<file path="config.mk">
export PLATFORM = sky130hd
export DESIGN_NAME = id_hazard_controller
export DESIGN_NICKNAME = d
export VERILOG_FILES = /design/src/rtl/id_hazard_controller.sv
export SDC_FILE = /design/constraint.sdc
export NUM_CORES = 1
export LEC_CHECK = 0
export ABC_AREA = 1
export BUFFER_PORTS_ARGS = -buffer_cell sky130_fd_sc_hd__buf_2
export CAP_MARGIN = 10
export CORE_ASPECT_RATIO = 0.7
export CORE_MARGIN = 3
export CORE_UTILIZATION = 40
export DETAILED_ROUTE_END_ITERATION = 10
export GPL_TIMING_DRIVEN = 0
export HOLD_SLACK_MARGIN = 0.1
export SLEW_MARGIN = 10
export SYNTH_ARGS = -nofsm -noshare
export SYNTH_HDL_FRONTEND = slang
export SYNTH_SLANG_ARGS = --single-unit
</file>
<file path="constraint.sdc">
create_clock -name i_clk -period 2.1 [get_ports i_clk]
set_clock_uncertainty 0.1 [all_clocks]
set_input_delay 0 -clock i_clk [delete_from_list [all_inputs] [get_ports i_clk]]
set_output_delay 0 -clock i_clk [all_outputs]
set_load 0.01 [all_outputs]
</file>
<file path="src/rtl/id_hazard_controller.sv">
// Decode-stage sequencing controller: load-use stalls, taken-branch flushes,
// multi-cycle mult/div occupancy of EX, and a saturating stall-cycle counter.
//
// Ports:
//   i_clk, i_reset (async, active-low)
//   i_id_*          : ID instruction (valid, rs, rt, uses_rt, is_md)
//   i_ex_*          : EX instruction (valid, mem_read, dest)
//   i_branch_taken  : branch resolved taken in EX this cycle
//   o_pc_write, o_ifid_write, o_ifid_flush, o_idex_write, o_idex_bubble,
//   o_exmem_bubble  : pipeline register controls (combinational)
//   o_busy          : mult/div occupying EX
//   o_stall_cycles  : saturating count of stalled cycles
module id_hazard_controller #(
    parameter int unsigned MD_CYCLES = 4
) (
    input  logic        i_clk,
    input  logic        i_reset,
    input  logic        i_id_valid,
    input  logic [4:0]  i_id_rs,
    input  logic [4:0]  i_id_rt,
    input  logic        i_id_uses_rt,
    input  logic        i_id_is_md,
    input  logic        i_ex_valid,
    input  logic        i_ex_mem_read,
    input  logic [4:0]  i_ex_dest,
    input  logic        i_branch_taken,
    output logic        o_pc_write,
    output logic        o_ifid_write,
    output logic        o_ifid_flush,
    output logic        o_idex_write,
    output logic        o_idex_bubble,
    output logic        o_exmem_bubble,
    output logic        o_busy,
    output logic [15:0] o_stall_cycles
);

    localparam int unsigned CNT_W  = (MD_CYCLES > 2) ? $clog2(MD_CYCLES) : 1;
    localparam int unsigned STAT_W = 16;

    typedef enum logic {
        RUN     = 1'b0,
        MD_BUSY = 1'b1
    } state_e;

    state_e              state_q, state_d;
    logic [CNT_W-1:0]    md_cnt_q, md_cnt_d;
    logic [STAT_W-1:0]   stall_q, stall_d;
    logic                load_use;
    logic                count_stall;

    // Register zero never carries a hazard.
    always_comb begin
        load_use = i_id_valid & i_ex_valid & i_ex_mem_read & (i_ex_dest != 5'd0) &
                   ((i_ex_dest == i_id_rs) | (i_id_uses_rt & (i_ex_dest == i_id_rt)));
    end

    // State, mult/div countdown and stall counter.
    always_ff @(posedge i_clk or negedge i_reset) begin
        if (!i_reset) begin
            state_q  <= RUN;
            md_cnt_q <= '0;
            stall_q  <= '0;
        end else begin
            state_q  <= state_d;
            md_cnt_q <= md_cnt_d;
            stall_q  <= stall_d;
        end
    end

    // Next-state and control outputs.
    always_comb begin
        state_d        = state_q;
        md_cnt_d       = md_cnt_q;
        count_stall    = 1'b0;
        o_pc_write     = 1'b1;
        o_ifid_write   = 1'b1;
        o_ifid_flush   = 1'b0;
        o_idex_write   = 1'b1;
        o_idex_bubble  = 1'b0;
        o_exmem_bubble = 1'b0;
        o_busy         = 1'b0;

        unique case (state_q)
            RUN: begin
                if (i_branch_taken) begin
                    // Cancels the ID instruction, mult/div included.
                    o_ifid_flush  = 1'b1;
                    o_idex_bubble = 1'b1;
                end else if (load_use) begin
                    o_pc_write    = 1'b0;
                    o_ifid_write  = 1'b0;
                    o_idex_bubble = 1'b1;
                    count_stall   = 1'b1;
                end else if (i_id_valid && i_id_is_md) begin
                    // Issue cycle counts as the first EX cycle.
                    state_d  = MD_BUSY;
                    md_cnt_d = CNT_W'(MD_CYCLES - 2);
                end
            end
            MD_BUSY: begin
                o_pc_write     = 1'b0;
                o_ifid_write   = 1'b0;
                o_idex_write   = 1'b0;
                o_exmem_bubble = 1'b1;
                o_busy         = 1'b1;
                count_stall    = 1'b1;
                if (md_cnt_q == '0) begin
                    state_d = RUN;
                end else begin
                    md_cnt_d = md_cnt_q - CNT_W'(1);
                end
            end
            default: state_d = RUN;
        endcase

        stall_d = stall_q;
        if (count_stall && (stall_q != {STAT_W{1'b1}})) begin
            stall_d = stall_q + STAT_W'(1);
        end

        // Reset forces a safe, pipeline-clearing control pattern.
        if (!i_reset) begin
            o_pc_write     = 1'b0;
            o_ifid_write   = 1'b0;
            o_ifid_flush   = 1'b1;
            o_idex_write   = 1'b0;
            o_idex_bubble  = 1'b1;
            o_exmem_bubble = 1'b1;
            o_busy         = 1'b0;
        end
    end

    assign o_stall_cycles = i_reset ? stall_q : '0;

endmodule

</file>
==> impl_metrics.csv, run 1 <==
group,metric,value,unit
sta,max_slew.worst_pin.slew,0.460,ns
worst_setup_path,r2r-start,"state_q",
sta,clock.fmax,558,MHz
grt,grt-ovfl-total,0,
synthesis,synth_compound_area_share,0.814,%
hold_path,min_path_type,"primary input to async pin",
pwr,p_comb_share,38.8,%
worst_setup_path,crit_arrival,1.89,ns
place,place_hpwl,2770,um
grt,use_met1,25.2,%
clock_network,clk_latency,0.26,ns
synthesis,async_flop_share,100,%
sta,rsz0062_at_grt,"no",
grt,busiest_layer,"met1",
worst_setup_path,worstPathRequired,2.20,ns
worst_setup_path,worstSetupEndpointType,"register",
routing,via_count,1555,
routing,drt-total-wl,3530,um
synthesis,synth_area_leaders,"dfrtp_1 (31%), nand2_1 (27%), inv_1 (12%)",
floorplanning,start_util,42.6,%
synthesis,synth-seq-area-share,30.9,%
pwr,sequentialPowerShare,40.1,%
clock_network,cts_setup_buffers,0,
clock_network,h-tree-depth,1,
synthesis,synth_adder_area_share,1.63,%
sta,timing.final.crit_share,85.3,%
routing,drc,0,
sta,hold_viol,0,
clock_network,cts_buffers,3,
synthesis,syn_inst,258,
routing,routed_via_density,4.32,
worst_setup_path,cp_max_fo,5,
routing,first_pass_iters,4,
routing,antenna_left,0,
synthesis,yosysUniqueCellTypes,21,
pwr,p_sw_share,39.7,%
worst_setup_path,worst_r2r_endpoint,"md_cnt_q[1]",
routing,wl_per_cell,9.81,um
grt,grt_use_total,16.1,%
pwr,cellLeakagePower,0.00124,uW
synthesis,synth_top_family_by_area,"simple AND/OR/NAND/NOR gates",
floorplanning,num_io_pins,46,
grt,antenna_found_initial,0,
worst_setup_path,crit_type,"register to register",
synthesis,synthDominantCellAreaShare,30.9,%
clock_network,cts_sinks,19,
synthesis,syn-num-nets,283,
synthesis,yosys.area_share.simple,46.8,%
synthesis,ys_warn_count,0,
clock_network,cts_tree,"built",
synthesis,synth_ff_type,"dfrtp_1",
sta,fin_crit,1.79,ns
job,drv_cap,0,
sta,setup_viol,0,
sta,tns,0,ns
place,io_buffer_count,45,
clock_network,clk_pin_slew_worst_paths,0.08,ns
grt,grt_pass1_vias,1299,
sta,maxSlewViolCount,0,
floorplanning,die_w,80.1,um
clock_network,cts_root_buf,"clkbuf_8",
synthesis,muxShareOfSynthArea,0,%
place,routabilityCongestion,0.827,
routing,drt_iter0_markers,70,
synthesis,synth_xor_area_share,3.42,%
cells_and_area,drive_above_1_share,21.9,%
pwr,max-vdd-ir-drop,0.000391,V
floorplanning,fp-row-count,18,
pwr,internal_power,751,uW
pwr,p_clk_share,21.2,%
synthesis,synth-edff-count,0,
worst_setup_path,ff2ff_path_depth,8,
grt,grt_use_met2,22.5,%
worst_setup_path,critPathLaunchType,"register",
synthesis,synth_top_cell_by_area,"dfrtp_1",
floorplanning,core,3600,um^2
pwr,power.switching,495,uW
pwr,total_power,1250,uW
floorplanning,dieArea,4630,um^2
worst_setup_path,rrSetupSlack,0.31,ns
sta,slew_headroom,69.3,%
floorplanning,die_height,57.9,um
grt,grt_max_degree,22,
synthesis,syn-cell-area,1540,um^2
clock_network,cts_buffer_depth,2,
synthesis,synth_area_per_cell,5.96,um^2
pwr,power.density,655,nW/um^2
grt,grt_util_met3,3.88,%
cells_and_area,diodes,0,
synthesis,ys_ff_latch,19,
grt,grt_pass1_wl,5820,um
cells_and_area,syn2layout_area_growth,23.8,%
cells_and_area,final_nets,336,
outcome,status,"completed",
==> registers in the layout (all words and copies together), names as in the netlist <==
name      flops
stall_q      16
md_cnt_q      2
state_q       1
==> final cells by class <==
class	count	area, um^2
fill	370	1700
multi-input combinational	177	810
sequential	19	475
timing repair buffer	48	255
inverter	56	210
tap	50	62.6
buffer	6	42.5
clock buffer	3	41.3
clock inverter	1	5.00
==> what timing repair did <==
item | in CTS | in global routing
hold endpoints to repair | 20 | 0
setup endpoints to repair | 0 | 1
hold buffers | 3 | 0
resized for setup | 0 | 2
==> worst max path at each step <==
stage | startpoint | end | slack (ns) | cells after the start
6_report | state_q | md_cnt_q[1] | 0.31 | 8
5_1_grt | i_reset | o_pc_write | 0.11 | 7
4_1_cts | i_reset | o_pc_write | 0.14 | 7
3_5_place_dp | stall_q[0] | stall_q[14] | 0.34 | 11
3_3_place_gp | stall_q[0] | stall_q[14] | 0.36 | 11
2_1_floorplan | stall_q[0] | stall_q[14] | 0.49 | 11
==> cells in the mapped netlist (2+ instances only) <==
library cell / instances
inv_1: 50
buf_4: 3
inv_2: 6
nand3_1: 26
ha_1: 2
nor3_1: 5
nand4_1: 3
xor2_1: 4
xnor2_1: 2
clkbuf_1: 2
nand2_1: 109
nor2_1: 16
nand3_2: 3
nand2_2: 2
dfrtp_1: 19
==> logic make-up (layout without fill, tap and decap cells) <==
group / count (synthesis) / after routing
fa+ha+maj: 2 / 2
simple gates: 167 / 167
flops: 19 / 19
buf+inv: 62 / 114
xor+xnor: 6 / 6
compound gates: 2 / 2
==> placed cells by master (no fill, tap or decap) <==
cell	synthesis	layout
nand2_1	109	109
clkbuf_8	0	3
xnor2_1	2	2
nor3_1	5	5
inv_2	6	6
nor2_1	16	16
nand2_2	2	2
o21ai_0	1	1
nand4_1	3	3
xor2_1	4	4
clkbuf_2	0	1
dlygate4sd3_1	0	3
buf_6	1	1
dfrtp_1	19	19
nor2_2	1	1
nand3_2	3	3
buf_2	0	45
nand3_1	26	26
inv_1	50	50
nand2_4	1	1
buf_4	3	3
nor3_4	1	1
clkinv_2	0	1
ha_1	2	2
clkbuf_1	2	1
o21bai_1	1	1
==> routing by layer <==
layer | vias to the layer above | wire, um
li1 | 869 | -
met3 | 4 | 201
met2 | 34 | 1320
met5 | - | 0
met4 | 0 | 24
met1 | 648 | 1990
==> worst max-delay path: stages (launching register included) <==
cell and delay (ns):
dfrtp_1 0.42, inv_1 0.15, nand4_1 0.09, dlygate4sd3_1 0.55, o21ai_0 0.10, nand2_1 0.13
inv_1 0.08, nand2_1 0.05, nand2_1 0.05
==> per-stage QoR <==
step	setup slack (ns)	area, um^2	instances	utilization (%)	hold slack, ns
final	0.308	1900	360	52.8	0.117
after global routing	0.111	1900	360	52.8	0.165
after CTS	0.145	1900	360	52.7	0.133
after detailed placement	0.345	1820	353	50.6	-0.120
after global placement	0.358	1820	353	50.6	-0.110
after floorplan	0.487	1540	258	-	-0.396
==> power by group through the flow <==
stage          logic (uW)  registers, uW  clock network, uW
2_1_floorplan         338            490                  0
3_3_place_gp          482            507                  0
3_5_place_dp          483            506                  0
4_1_cts               491            500                275
5_1_grt               552            511                289
6_report              483            499                263
(Power assumes the default switching activity.)
==> run 2: changes to the inputs <==
--- a/config.mk
+++ b/config.mk
@@ -14,6 +14,7 @@
 export DETAILED_ROUTE_END_ITERATION = 10
 export GPL_TIMING_DRIVEN = 0
 export HOLD_SLACK_MARGIN = 0.1
+export PLACE_DENSITY = 0.77
 export SLEW_MARGIN = 10
 export SYNTH_ARGS = -nofsm -noshare
 export SYNTH_HDL_FRONTEND = slang
==> constraint.sdc (replaced) <==
create_clock -name i_clk -period 2.3 [get_ports i_clk]
set_clock_uncertainty 0.1 [all_clocks]
set_input_delay 0 -clock i_clk [delete_from_list [all_inputs] [get_ports i_clk]]
set_output_delay 0 -clock i_clk [all_outputs]
set_load 0.01 [all_outputs]
==> run 2 against run 1 <==
- worst setup slack improved by 0.10 ns
- count of clock-buffer cells in the layout is 1 higher
- sequential power shrank 8.2%
- global-route usage up 1.1 points
- critical path depth fell by 1
- die area stayed put
- critical path type is now primary input to primary output
==> impl_metrics.csv, run 2 (synthesized netlist as in run 1, its figures left out) <==
group,metric,value,unit
clock_network,h-tree-depth,1,
grt,antenna_found_initial,0,
worst_setup_path,worstSetupEndpointType,"primary output",
grt,grt_pass1_vias,1417,
grt,grt_util_met3,4.19,%
pwr,max-vdd-ir-drop,0.000306,V
sta,max_slew.worst_pin.slew,0.483,ns
place,routabilityCongestion,0.835,
routing,drt_iter0_markers,64,
grt,use_met1,25.7,%
floorplanning,die_height,57.9,um
clock_network,clk_pin_slew_worst_paths,0.07,ns
cells_and_area,final_nets,336,
floorplanning,dieArea,4630,um^2
cells_and_area,nFillCells,377,
routing,routed_via_density,4.48,
cells_and_area,mostFrequentLayoutCells,"nand2_1 (109), inv_1 (50), buf_2 (45)",
sta,maxSlewViolCount,0,
cells_and_area,drive_above_1_share,21.3,%
clock_network,cts_buffer_depth,2,
worst_setup_path,crit_chain,"dlygate4sd3_1, buf_2, clkbuf_1, inv_1, nor2_1, buf_4, buf_2",
hold_path,min_path_type,"primary input to async pin",
place,placed_area,1820,um^2
place,dp.cells,353,
place,place_hpwl,2840,um
worst_setup_path,slowest_stage,"dlygate4sd3_1",
sta,rsz0062_at_grt,"no",
cells_and_area,reg_top3,"stall_q: 16 flops, md_cnt_q: 2 flops, state_q: 1 flops",
worst_setup_path,rrSetupSlack,0.48,ns
cells_and_area,diodes,0,
worst_setup_path,worstPathRequired,2.20,ns
sta,timing.final.crit_share,82.1,%
floorplanning,core,3600,um^2
outcome,status,"completed",
sta,fin_hold_ws,0.119,ns
sta,fin_crit,1.89,ns
cells_and_area,syn2layout_area_growth,23.6,%
worst_setup_path,worst_r2r_endpoint,"md_cnt_q[1]",
pwr,cellLeakagePower,0.00124,uW
routing,wl_per_cell,9.94,um
floorplanning,fp-row-count,18,
cells_and_area,fin_cells,360,
sta,clock.fmax,529,MHz
worst_setup_path,ff2ff_path_depth,8,
floorplanning,die_w,80.1,um
clock_network,cts_buffers,3,
routing,drc,0,
routing,antenna_left,0,
worst_setup_path,r2r-start,"state_q",
place,io_buffer_count,45,
sta,setup_viol,0,
clock_network,cts_root_buf,"clkbuf_8",
worst_setup_path,critPathLaunchType,"primary input",
worst_setup_path,crit_type,"primary input to primary output",
place,dp_slack,0.496,ns
pwr,power.density,599,nW/um^2
worst_setup_path,cp_max_fo,21,
cells_and_area,max_flop_register,"stall_q",
clock_network,clk_latency,0.26,ns
routing,drt-total-wl,3580,um
cells_and_area,stdcell_area,1900,um^2
routing,first_pass_iters,5,
grt,grt_use_met2,24.8,%
worst_setup_path,slowest_delay,0.52,ns
clock_network,cts_tree,"built",
worst_setup_path,crit_arrival,1.79,ns
floorplanning,start_util,42.6,%
routing,via_count,1614,
clock_network,cts_sinks,19,
grt,grt_pass1_wl,6270,um
sta,hold_viol,0,
grt,grt_max_degree,22,
cells_and_area,final_common_cell,"nand2_1",
clock_network,post_cts_resized,0,
grt,grt_use_total,17.1,%
floorplanning,num_io_pins,46,
worst_setup_path,crit_top_cell,"buf_2",
cells_and_area,largest_register_ffs,16,
grt,busiest_layer,"met1",
sta,setup_slack,0.411,ns
sta,tns,0,ns
job,drv_cap,0,
grt,grt-ovfl-total,0,
sta,slew_headroom,67.8,%
run 2: cell count changes in the layout (fill, tap and decap cells not counted), sizes merged:
cell | previous run | this run
clkinv | 1 | 0
clkbuf | 5 | 6
run 2: per-layer routing:
layer | vias up | wire (um)
li1 | 867 | -
met1 | 693 | 1800
met2 | 49 | 1460
met3 | 5 | 281
met4 | 0 | 41
met5 | - | 0
run 2: power breakdown:
part / internal (uW) / switching (uW) / total, uW
combinational: 173 / 271 / 445
clock: 123 / 112 / 235
sequential: 392 / 65.9 / 458
run 2: through the flow:
step	power, uW	utilization, %
after floorplan	756	-
after global placement	893	50.6
after detailed placement	905	50.6
after CTS	1150	52.7
after global routing	1240	52.7
final	1140	52.7
run 2: repair_timing:
item,in CTS,in global routing
hold buffers,3,0
setup buffers,0,0
hold endpoints to repair,20,0
run 2: worst max-delay path by stage:
| stage | slack (ns) | to | from | cells past startpoint |
|---|---|---|---|---|
| floorplan | 0.69 | stall_q[14] | stall_q[0] | 11 |
| global placement | 0.55 | stall_q[14] | stall_q[0] | 11 |
| CTS | 0.33 | o_pc_write | i_reset | 7 |
| finish | 0.41 | o_pc_write | i_reset | 7 |
| detailed placement | 0.50 | stall_q[14] | stall_q[1] | 11 |
| global route | 0.12 | o_pc_write | i_reset | 7 |
run 2: area by class of cell:
class / instances / area [um^2] / share of cell area, %
buffer: 6 / 41.3 / 2.17
clock buffer: 4 / 45.0 / 2.37
inverter: 56 / 210 / 11.1
multi-input combinational: 177 / 810 / 42.6
sequential: 19 / 475 / 25.0
tap: 50 / 62.6 / 3.29
timing repair buffer: 48 / 255 / 13.4
run 2: critical path, delay by kind of cell:
family        cells  cell delay [ns]
buf+inv           6             1.65
simple gates      1             0.14
